==> config.mk <==
export PLATFORM = sky130hd
export DESIGN_NAME = seg7_reader
export DESIGN_NICKNAME = d
export VERILOG_FILES = /design/src/rtl/seg7_reader.sv
export SDC_FILE = /design/constraint.sdc
export NUM_CORES = 1
export LEC_CHECK = 0
export BUFFER_PORTS_ARGS = -buffer_cell sky130_fd_sc_hd__buf_2
export CAP_MARGIN = 20
export CORE_MARGIN = 4
export CORE_UTILIZATION = 53
export DETAILED_ROUTE_END_ITERATION = 7
export GPL_TIMING_DRIVEN = 0
export HOLD_SLACK_MARGIN = 0.06
export PLACE_DENSITY = 0.84
export SYNTH_ARGS = -nofsm -noshare
export SYNTH_HDL_FRONTEND = slang
export SYNTH_SLANG_ARGS = --single-unit
==> constraint.sdc <==
create_clock -name clock -period 2.7 [get_ports clock]
set_input_delay 0.135 -clock clock [delete_from_list [all_inputs] [get_ports clock]]
set_output_delay 0.135 -clock clock [all_outputs]
set_load 0.01 [all_outputs]
==> src/rtl/seg7_reader.sv <==
// seg7_reader: assembles two active-low 7-segment digits into one byte.
// The first accepted digit is the high nibble and the second the low nibble.
// The finished word is held on WORD/WORD_VALID until the consumer takes it.
// A pattern that is not a hex digit raises a one-cycle ERR pulse and drops any
// partial word. ERR_COUNT counts ERR pulses and saturates at 255.
// Build option: define SEG7_READER_TIMEOUT_EN to add an inter-digit timeout.
// With it, waiting TIMEOUT_CYCLES idle cycles for the low digit raises ERR
// with ERR_TYPE=10 and returns to EMPTY.
module seg7_reader #(
    parameter int TIMEOUT_CYCLES = 1000
) (
    input  logic       clock,
    input  logic       reset,
    input  logic [7:0] SEG,
    input  logic       SEG_VALID,
    output logic       SEG_READY,
    output logic [7:0] WORD,
    output logic       WORD_VALID,
    input  logic       WORD_READY,
    output logic       ERR,
    output logic [1:0] ERR_TYPE,
    output logic [7:0] ERR_COUNT
);

    localparam logic [1:0] EMPTY = 2'd0;
    localparam logic [1:0] HALF  = 2'd1;
    localparam logic [1:0] FULL  = 2'd2;

    localparam logic [1:0] ERR_NONE    = 2'b00;
    localparam logic [1:0] ERR_PATTERN = 2'b01;
`ifdef SEG7_READER_TIMEOUT_EN
    localparam logic [1:0] ERR_TIMEOUT = 2'b10;
`endif

    // A timeout of zero cycles has no meaning, so reject it when the design is elaborated.
    if (TIMEOUT_CYCLES < 1) begin : g_bad_timeout
        $error("seg7_reader: TIMEOUT_CYCLES must be at least 1");
    end

    // Maps an active-low segment pattern to {recognised, nibble}.
    function automatic logic [4:0] seg_decode(input logic [6:0] p);
        logic [4:0] r;
        case (p)
            7'b1000000: r = 5'h10;
            7'b1111001: r = 5'h11;
            7'b0100100: r = 5'h12;
            7'b0110000: r = 5'h13;
            7'b0011001: r = 5'h14;
            7'b0010010: r = 5'h15;
            7'b0000010: r = 5'h16;
            7'b1111000: r = 5'h17;
            7'b0000000: r = 5'h18;
            7'b0011000: r = 5'h19;
            7'b0001000: r = 5'h1A;
            7'b0000011: r = 5'h1B;
            7'b1000110: r = 5'h1C;
            7'b0100001: r = 5'h1D;
            7'b0000110: r = 5'h1E;
            7'b0001110: r = 5'h1F;
            default:    r = 5'h00;
        endcase
        return r;
    endfunction

    // Adds one to the error counter, but stops at 255 instead of wrapping.
    function automatic logic [7:0] sat_inc(input logic [7:0] v);
        return (v == 8'hFF) ? v : v + 8'd1;
    endfunction

    logic [1:0] state;
    logic [3:0] hi_nib;
    logic [4:0] dec;
    logic       dec_ok;
    logic [3:0] dec_nib;
    logic       unused_seg7;

`ifdef SEG7_READER_TIMEOUT_EN
    localparam int CW = (TIMEOUT_CYCLES > 1) ? $clog2(TIMEOUT_CYCLES + 1) : 1;
    localparam logic [CW-1:0] TO_LAST = CW'(TIMEOUT_CYCLES - 1);
    logic [CW-1:0] idle_cnt;
`endif

    assign dec         = seg_decode(SEG[6:0]);
    assign dec_ok      = dec[4];
    assign dec_nib     = dec[3:0];
    assign unused_seg7 = SEG[7];

    // The block can take a digit whenever no finished word is waiting.
    assign SEG_READY = (state != FULL);

    // Handshake FSM, word assembly, error pulse and error counter.
    always_ff @(posedge clock) begin
        if (reset) begin
            state      <= EMPTY;
            hi_nib     <= 4'h0;
            WORD       <= 8'h00;
            WORD_VALID <= 1'b0;
            ERR        <= 1'b0;
            ERR_TYPE   <= ERR_NONE;
            ERR_COUNT  <= 8'h00;
`ifdef SEG7_READER_TIMEOUT_EN
            idle_cnt   <= '0;
`endif
        end else begin
            ERR      <= 1'b0;
            ERR_TYPE <= ERR_NONE;
            case (state)
                EMPTY: begin
                    if (SEG_VALID) begin
                        if (dec_ok) begin
                            hi_nib <= dec_nib;
                            state  <= HALF;
`ifdef SEG7_READER_TIMEOUT_EN
                            idle_cnt <= '0;
`endif
                        end else begin
                            ERR       <= 1'b1;
                            ERR_TYPE  <= ERR_PATTERN;
                            ERR_COUNT <= sat_inc(ERR_COUNT);
                        end
                    end
                end
                HALF: begin
                    if (SEG_VALID) begin
                        if (dec_ok) begin
                            WORD       <= {hi_nib, dec_nib};
                            WORD_VALID <= 1'b1;
                            state      <= FULL;
                        end else begin
                            // A bad low digit throws away the high nibble already held.
                            hi_nib    <= 4'h0;
                            state     <= EMPTY;
                            ERR       <= 1'b1;
                            ERR_TYPE  <= ERR_PATTERN;
                            ERR_COUNT <= sat_inc(ERR_COUNT);
                        end
                    end
`ifdef SEG7_READER_TIMEOUT_EN
                    // When the digit and the timeout land in the same cycle, the digit wins.
                    else if (idle_cnt == TO_LAST) begin
                        hi_nib    <= 4'h0;
                        state     <= EMPTY;
                        ERR       <= 1'b1;
                        ERR_TYPE  <= ERR_TIMEOUT;
                        ERR_COUNT <= sat_inc(ERR_COUNT);
                    end else begin
                        idle_cnt <= idle_cnt + CW'(1);
                    end
`endif
                end
                FULL: begin
                    if (WORD_READY) begin
                        WORD_VALID <= 1'b0;
                        state      <= EMPTY;
                    end
                end
                default: begin
                    state      <= EMPTY;
                    WORD_VALID <= 1'b0;
                end
            endcase
        end
    end

endmodule
# After elaboration in Yosys (flattened, before gate mapping)
# Cells that the tools add are included.
[totals]
ff_bits = 26
[classes]
add_sub_neg = 1
eq_ne = 25
n_mux = 18
bitwise_logic = 5
reduce_logical = 10
[ops]
columns = ["operator", "count"]
rows = [
  ["5-bit case mux with 16 select lines", 1],
  ["7-bit equality test (second input constant)", 4],
  ["7-bit by 5-bit equality test with 1-bit output (second input constant)", 3],
  ["7-bit by 6-bit equality test with 1-bit output (second input constant)", 3],
  ["4-bit 2-to-1 mux", 4],
  ["7-bit by 2-bit equality test with 1-bit output (second input constant)", 2],
  ["7-bit by 4-bit equality test with 1-bit output (second input constant)", 2],
  ["2-bit != test (second input constant)", 7],
  ["4-bit AND reduction", 3],
  ["2-bit 2-to-1 mux", 5],
  ["8-bit by 1-bit adder with 8-bit output (second input constant)", 1],
  ["8-bit equality test (second input constant)", 1],
  ["4-bit case mux with 2 select lines", 1],
  ["7-bit by 3-bit equality test with 1-bit output (second input constant)", 1],
  ["7-bit zero test", 1],
  ["2-bit case mux with 3 select lines", 1],
  ["1-bit 2-to-1 mux", 5],
  ["1-bit NOT", 5],
  ["5-bit AND reduction", 1],
  ["1-bit case mux with 3 select lines", 1],
  ["3-bit AND reduction", 1],
  ["3-bit OR reduction", 1],
  ["2-bit by 1-bit equality test with 1-bit output (second input constant)", 1],
  ["2-bit equality test (second input constant)", 1],
  ["3 further kinds", 3],
]

# Longest topological paths before layout
# Gate-level depths: netlist of run 1.
[depth]
ltp_word = 5
depth_mapped = 9
mapped_depth_nobuf = 6

# Least setup slack after synthesis of run 1
# No wires, ideal clock.
[synth_path]
path_kind = "input to register"
startpoint = "input port SEG[1]"
endpoint = "register ERR_COUNT[7]"
setup_ps = 121
t_arrival_ps = 1871
required_time_ps = 2579
setup_slack_ps = 708
path_stages = 8
n_path_buf = 2
path_cell_list = "buf_2 -> and4bb_1 -> a22oi_1 -> nor3_1 -> or3_1 -> buf_2 -> nor4_1 -> mux2_2"
[synth_between]
elab_chain_len = 4
elab_cells_between_ends = 19
[synth_lines]
columns = ["element", "line", "rtl"]
rows = [
  ["start: declaration", "14", "input logic [7:0] SEG,"],
  ["7-bit by 4-bit equality test with 1-bit output, or another cell as far along", "43", "case (p)"],
  ["5-bit case mux with 16 select lines *", "43", ""],
  ["1-bit NOT (no source line) *", "-", ""],
  ["4-bit AND reduction (no source line) *", "-", ""],
  ["end signal: assignment", "119", "ERR_COUNT <= sat_inc(ERR_COUNT);"],
  ["end signal: assignment", "135", "ERR_COUNT <= sat_inc(ERR_COUNT);"],
  ["end: declaration", "22", "output logic [7:0] ERR_COUNT"],
]
# Mark *: on every way between the ends. The rest lies on a longest branch, timed or not.
# A chain may end at the register's enable or synchronous reset.

# Worst setup path after layout of run 1
# Same ends and word-level chain as after synthesis.

==> impl_results.md, run 1 <==
- Final setup fails: 0
- Pre-antenna DRT Iters: 4
- CTS sink count: 24
- Peak supply drop: 445 uV
- WP data arrival: 2250 ps
- Largest net degree at the start of global routing: 14
- Syn Nets: 197
- Fin crit period: 2040 ps
- PD cells: 397 nW/um^2
- Synth cell types: 49
- P&R area growth vs syn: 14.0%
- Pins over their slew limit: 0
- H-tree depth: 1
- Post-CTS Hold Buffers: 0
- Status: completed
- R2r setup slk: 670 ps
- Switching power: 0.185 mW
- Largest cells by area after synthesis: dfxtp_1, mux2i_1, a21oi_1
- Seq/Total Area, Yosys: 32.1%
- Hold WC Path Type: in -> reg
- Req. time, crit path: 2910 ps
- Cells along the critical path: buf_2 -> buf_2 -> and4bb_1 -> a22oi_1 -> nor3_1 -> or3_1 -> buf_2 -> nor4_1 -> mux2_2
- Initial antenna violation count: 0
- Max frequency: 491 MHz
- Post-synth ARST share: 0%
- Final antenna-violating net count: 0
- Avg Vias per Cell: 6.18
- Post-synth EDFFs: 0
- Pleak: 0.742 nW
- # DRC: 0
- Nature of the critical path endpoint: register
- Final RePlAce weighted congestion: 0.901
- Synth warnings: 0
- Die span in x: 61.1 microns
- Least-Margin Pin Slew: 504 ps
- Row cnt: 18
- Cell area after synthesis: 1500 sq um
- CTS root buffer: clkbuf_4
- Family with the most delay on the worst path: simple AND/OR/NAND/NOR gates
- RSZ-0062 raised after global routing: false
- Final hold vios: 0
- Fraction of layout cells with a size suffix above 1: 24.7%
- Crit start category: input pin
- Crit path top cell by count: buf_2
- Die Y: 61.1 microns
- CP max stage delay: 380 ps
- Overall power: 0.677 mW
- Fill count: 245
- CP Buf/Inv Count: 3
- Largest area contributor in the netlist: dfxtp_1
- IO buf count: 27
- Critical path class: in -> reg
- Final #Nets: 229
- Syn_area_per_cell: 8.13 sq um
- Clk_lat worst skew: 320 ps
- Setup Fix Bufs, Post-CTS: 0
- Rel. slew slack: 65.9%
- Vias in the first global route: 1,422
- Diode count: 0
- Tot GR Track Use: 20.3%
- Post-CTS sizing: 0
- CTS clk-pin slew, worst paths: 140 ps
- DRT iter0 DRCs: 60
- Wire per inst: 14.7 microns
- Combinational power share: 17.3%
- Crit share post-route: 75.5%
- DIE AREA: 3740 sq um
- First-pass GRT wire length: 5.91 mm
- Cell count after synthesis: 184
- CORE AREA: 2590 sq um
- Total grt overflow: 0
- Placed insts: 241
- Final core occ: 65.8%
- Vias: 1,514
- Clk buf depth: 2
- Post-synth top flop: dfxtp_1
- Internal power: 0.492 mW
- Dpl hpwl: 2.76 mm
- Num CTS Buffers: 3
- IO Pins: 33
- Slowest cell on crit path: or3_1
- Final cell count without fillers: 245
- CTS tree: done
- Skew final: 16.1 ps
- TNS Setup: 0 ps
- Switch share: 27.3%
- Flop pwr share: 54.4%
- #FFs+latches synth: 24
- Final wirelength: 3.60 mm
- Max cap viols: 0
- Crit-path max FO: 10
- Clock share of power: 28.3%
- Post-synth top area share: 32.1%
- Initial Util: 57.7%
==> layout by cell type (no fill, tap or decap), types with 4 or more instances in the layout <==
cell,synthesis,final
a21oi_1,12,12
a22oi_1,4,4
buf_2,7,34
clkbuf_1,5,5
dfxtp_1,24,24
inv_1,4,4
mux2i_1,8,8
nand2_1,9,9
nand2b_1,4,4
nand3_1,8,8
nor2_1,14,14
nor3_1,6,6
o21ai_0,7,7
o31ai_1,4,4
or2_2,5,5
or4_1,5,5
==> final timing paths <==
kind | start | endpoint | cells past startpoint
worst min-delay path | WORD_READY | state[1]$_SDFFE_PP0P_ | 3
worst min register to register | WORD_VALID$_SDFFE_PP0P_ | WORD_VALID$_SDFFE_PP0P_ | 2
worst max register to register | ERR_COUNT[0]$_SDFFE_PP0P_ | ERR_COUNT[7]$_SDFFE_PP0P_ | 7
worst max-delay path | SEG[1] | ERR_COUNT[7]$_SDFFE_PP0P_ | 9
==> worst reg2reg max path, stage by stage, from the launching register on <==
cell      delay, ps
dfxtp_1         420
ha_1            220
nand3_1         120
or2_2           320
nand2_1         100
clkbuf_1        330
nor4_1          120
mux2_2          280
==> power groups by stage <==
stage | clock, mW | combinational [mW] | sequential, mW
after floorplan | 0 | 0.0826 | 0.376
after global placement | 0 | 0.112 | 0.375
after detailed placement | 0 | 0.115 | 0.376
after CTS | 0.194 | 0.116 | 0.368
after global routing | 0.212 | 0.130 | 0.369
final | 0.191 | 0.117 | 0.368
==> cells in the mapped netlist, types with 2 or more instances <==
cell type  instances
nor2_1            14
nor4_1             2
o32ai_1            3
o21bai_1           2
xor2_1             2
dfxtp_1           24
o21ai_0            7
buf_2              7
a22oi_1            4
clkbuf_1           5
or3b_2             2
nor3_1             6
nand2_1            9
nand3_1            8
a41oi_1            2
mux2_2             2
or4_1              5
nand3b_1           3
a21oi_1           12
and4b_1            2
nand4_1            3
nor4b_1            3
and3_1             2
inv_1              4
nor3b_1            2
or3_1              3
nor2b_1            3
or2_2              5
mux2i_1            8
o31ai_1            4
buf_4              2
buf_6              3
nand2b_1           4
o22ai_1            2
==> per-stage QoR <==
stage | setup WS, ps | instance area, sq um | hold slack, ps
finish | 662 | 1700 | 77.8
CTS | 678 | 1700 | 78.1
global placement | 434 | 1670 | 410
floorplan | 708 | 1500 | 304
global route | 471 | 1700 | 71.0
detailed placement | 362 | 1670 | 435
==> sequential cells by signal, summed over array words and instances (netlist names) <==
name	count
ERR_COUNT	8
WORD	8
state	2
hi_nib	4
ERR_TYPE	1
WORD_VALID	1
==> metal layers <==
layer  vias to the layer above  GRT usage (%)  share of wire [%]
li1                        743              -                  -
met1                       712           25.5                 43
met2                        54           34.1                 48
met3                         5           5.24                7.5
met4                         0           6.19               0.94
met5                         -              0                  0
==> cell families after synthesis <==
group / synth area share, %
AND/OR/NAND/NOR: 30.9
AO/OA/AOI/OAI: 18.8
flip-flops: 32.1
buffers and inverters: 8.45
multiplexers: 6.86
XOR/XNOR: 1.76
adder cells (fa/ha/maj): 0.837
other: 0.251
==> area by class of cell <==
class / instances / area [sq um] / area share (%)
Multi-Input combinational cell: 137 / 888 / 52.1
Sequential cell: 24 / 480 / 28.2
Timing Repair Buffer: 27 / 135 / 7.93
Buffer: 19 / 111 / 6.53
Tap cell: 30 / 37.5 / 2.20
Clock buffer: 4 / 36.3 / 2.13
Inverter: 4 / 15.0 / 0.881
Note: power is estimated with default switching activity, not from simulation.
==> run 2: changes to the inputs <==
ABC_AREA = 1   (was not set)
CORE_UTILIZATION = 48   (was 53)
PLACE_DENSITY = 0.81   (was 0.84)
clock period = 1.64 ns   (was 2.7 ns; I/O delays follow)
==> run 2 against run 1 <==
Effect of this change: first-iteration DRC count increased by 5.0%; combinational power increased by 30%; critical path type is now reg -> reg; clock power increased by 63%; via count decreased by 6.7%; register-to-register slack got worse by 650 ps; sequential power increased by 63%; die area increased by 5.3%; largest power group unchanged.
==> impl_results.md, run 2 <==
- Status: completed
- Final antenna-violating net count: 0 (unchanged)
- Placed insts: 263 (+9.1%)
- Crit share post-route: 98.5%
- IO Pins: 33 (unchanged)
- Max cap viols: 0 (unchanged)
- CP max stage delay: 380 ps (about the same)
- Req. time, crit path: 1840 ps (-1070 ps)
- Final setup fails: 0 (unchanged)
- Crit-path max FO: 5 (-5)
- Final wirelength: 3.15 mm (-13%)
- Largest net degree at the start of global routing: 14 (unchanged)
- CTS clk-pin slew, worst paths: 130 ps (about the same)
- Adder-Cell Fraction of Synth Area: 0.871% (+0.034 points)
- Largest area contributor in the netlist: dfxtp_1
- Top-count cell post-synth: nand2_1
- Clk_lat worst skew: 320 ps (about the same)
- Final cell count without fillers: 271 (+11%)
- Final hold vios: 0 (unchanged)
- Post-synth top cells: nand2_1, nor2_1, dfxtp_1
- CTS tree: done
- #FFs+latches synth: 24 (unchanged)
- Final #Nets: 254 (+11%)
- Hold WC Path Type: in -> reg
- Combinational family with the most area after synthesis: simple AND/OR/NAND/NOR gates
- Number of cells on the critical path: 7 (-2)
- Most frequent cells in the layout: nand2_1, nor2_1, buf_2
- PD cells: 618 nW/um^2 (+56%)
- Nature of the critical path endpoint: register
- R2R cell count: 7 (unchanged)
- Synth warnings: 0 (unchanged)
- CORE AREA: 2810 sq um (+8.3%)
- Post-synth EDFFs: 0 (unchanged)
- Largest cells by area after synthesis: dfxtp_1, nand2_1, nor2_1
- Synth cell types: 28 (-43%)
- DRT iter0 DRCs: 63 (+5.0%)
- First-pass GRT wire length: 5.42 mm (-8.2%)
- WP data arrival: 1820 ps (-430 ps)
- Clk buf depth: 2 (unchanged)
- Worst Hold Path Cells: 3 (unchanged)
- Slowest cell on crit path: dfxtp_2
- Post-synth top flop: dfxtp_1
- Crit start category: register
- Num CTS Buffers: 3 (unchanged)
- Vias in the first global route: 1,318 (-7.3%)
- Final RePlAce weighted congestion: 0.882 (-2.1%)
- Largest regs: ERR_COUNT (8), WORD (8), hi_nib (4)
- Syn Nets: 216 (+9.6%)
- Max frequency: 619 MHz
- Pins over their slew limit: 0 (unchanged)
- Pleak: 0.763 nW (+2.7%)
- Initial antenna violation count: 0 (unchanged)
- P&R area growth vs syn: 19.7%
- Seq/Total Area, Yosys: 33.4% (+1.3 points)
- Row cnt: 19 (+1)
- Diode count: 0 (unchanged)
- CTS root buffer: clkbuf_4
- Cell count after synthesis: 203 (+10%)
- Fill count: 263 (+7.3%)
- Commonest non-fill, non-tap cell in the layout: nand2_1
- Family with the most delay on the worst path: simple AND/OR/NAND/NOR gates
- Total grt overflow: 0 (unchanged)
- Synth Area in Compound Gates: 11.3% (-7.5 points)
- Post-synthesis simple-gate area fraction: 43.0% (+12 points)
- Cells along the critical path: ha_1 -> nand2_1 -> nor3_4 -> buf_4 -> a31oi_2 -> nand3b_1 -> a21oi_1
- Tot GR Track Use: 16.4% (-4.0 points)
- Vias: 1,412 (-6.7%)
- Die Y: 62.7 microns (+2.6%)
- Rel. slew slack: 59.4% (-6.5 points)
- Post-synth ARST share: 0% (unchanged)
- Critical path class: reg -> reg
- Wire per inst: 11.6 microns (-21%)
- Skew final: 5.49 ps (-10.6 ps)
- Fraction of layout cells with a size suffix above 1: 33.8% (+9.1 points)
- H-tree depth: 1 (unchanged)
- Fin crit period: 1620 ps
- Least-Margin Pin Slew: 609 ps (+104 ps)
- CTS sink count: 24 (unchanged)
- Overall power: 1.06 mW (+57%)
- Pre-antenna DRT Iters: 4 (unchanged)
- Syn_area_per_cell: 7.08 sq um (-13%)
- Die span in x: 62.7 microns (+2.6%)
- DIE AREA: 3930 sq um (+5.3%)
- Dpl hpwl: 2.33 mm (-16%)
- IO buf count: 29 (+7.4%)
- Initial Util: 51.2% (-6.5 points)
- CP Buf/Inv Count: 1 (-2)
- Avg Vias per Cell: 5.21 (-16%)
- Cell area after synthesis: 1440 sq um (-3.9%)
- Peak supply drop: 263 uV (-41%)
- Post-synth top area share: 33.4% (+1.3 points)
- # DRC: 0 (unchanged)
- XOR/XNOR Fraction of Synth Area: 3.66% (+1.9 points)
- Mux share of post-synthesis cell area: 0% (-6.9 points)
-- run 2: changes by cell type in the layout (fill, tap and decap cells not counted), sizes merged, moves of 5 or more --
| cell | previous run | this run |
|---|---|---|
| mux2i | 8 | 0 |
| nand3 | 8 | 21 |
| nor2 | 14 | 40 |
| inv | 4 | 18 |
| o21ai | 8 | 1 |
| or4 | 5 | 0 |
| a21oi | 12 | 23 |
| nand2 | 9 | 48 |
| buf | 40 | 34 |
-- run 2: timing repair --
action,in CTS,in global routing
hold buffers,2,0
cloned,0,1
pin swaps,0,3
setup buffers,0,1
hold endpoints to repair,5,0
resized for setup,2,3
endpoints found under the setup margin,8,8
-- run 2: kinds of logic after synthesis --
logic type / count (synthesis)
simple gates: 122
compound gates: 25
buf+inv: 24
flops: 24
xor+xnor: 6
fa+ha+maj: 1
other cells: 1
-- run 2: final cells by class --
cell class / instances / area, sq um / share of cell area [%]
clock buffer: 4 / 36.3 / 2.11
timing repair buffer: 32 / 173 / 10.0
inverter: 18 / 67.6 / 3.93
tap: 31 / 38.8 / 2.26
sequential: 24 / 483 / 28.1
buffer: 6 / 38.8 / 2.26
multi-input combinational: 156 / 882 / 51.3
-- run 2: through the flow --
step	instance area (sq um)	setup TNS, ps	hold WS (ps)	utilization, %	worst slack, ps
floorplan	1440	0	144	-	37.0
global placement	1620	-650	325	57.8	-85.8
detailed placement	1620	-886	327	57.8	-122
CTS	1690	0	114	60.3	3.04
global route	1720	-379	135	61.3	-69.9
finish	1720	0	122	61.3	24.0
-- run 2: tightest hold or removal path, cell delays in order --
cell and delay [ps]:
buf_2 160, nand3_1 100, a21oi_1 60
-- run 2: final timing paths --
| check | startpoint | to | slack, ps |
|---|---|---|---|
| max | ERR_COUNT[0]$_SDFFE_PP0P_ | ERR_COUNT[0]$_SDFFE_PP0P_ | 20 |
| min | SEG_VALID | hi_nib[3]$_SDFFE_PP0P_ | 120 |
| max reg2reg | ERR_COUNT[0]$_SDFFE_PP0P_ | ERR_COUNT[0]$_SDFFE_PP0P_ | 20 |
| min reg2reg | WORD_VALID$_SDFFE_PP0P_ | WORD_VALID$_SDFFE_PP0P_ | 470 |
-- run 2: metal layers --
layer	up-vias	share of wire (%)	track usage (%)
met5	-	0	0
met3	7	5.2	3.42
met4	0	2.4	6.89
met2	35	47	28.8
li1	733	-	-
met1	637	45	19.2
-- run 2: report_power, final --
group | internal [mW] | switching [mW] | total, mW
registers | 0.592 | 0.00652 | 0.599
clock network | 0.136 | 0.176 | 0.312
logic | 0.0531 | 0.0990 | 0.152
total | 0.781 | 0.282 | 1.06
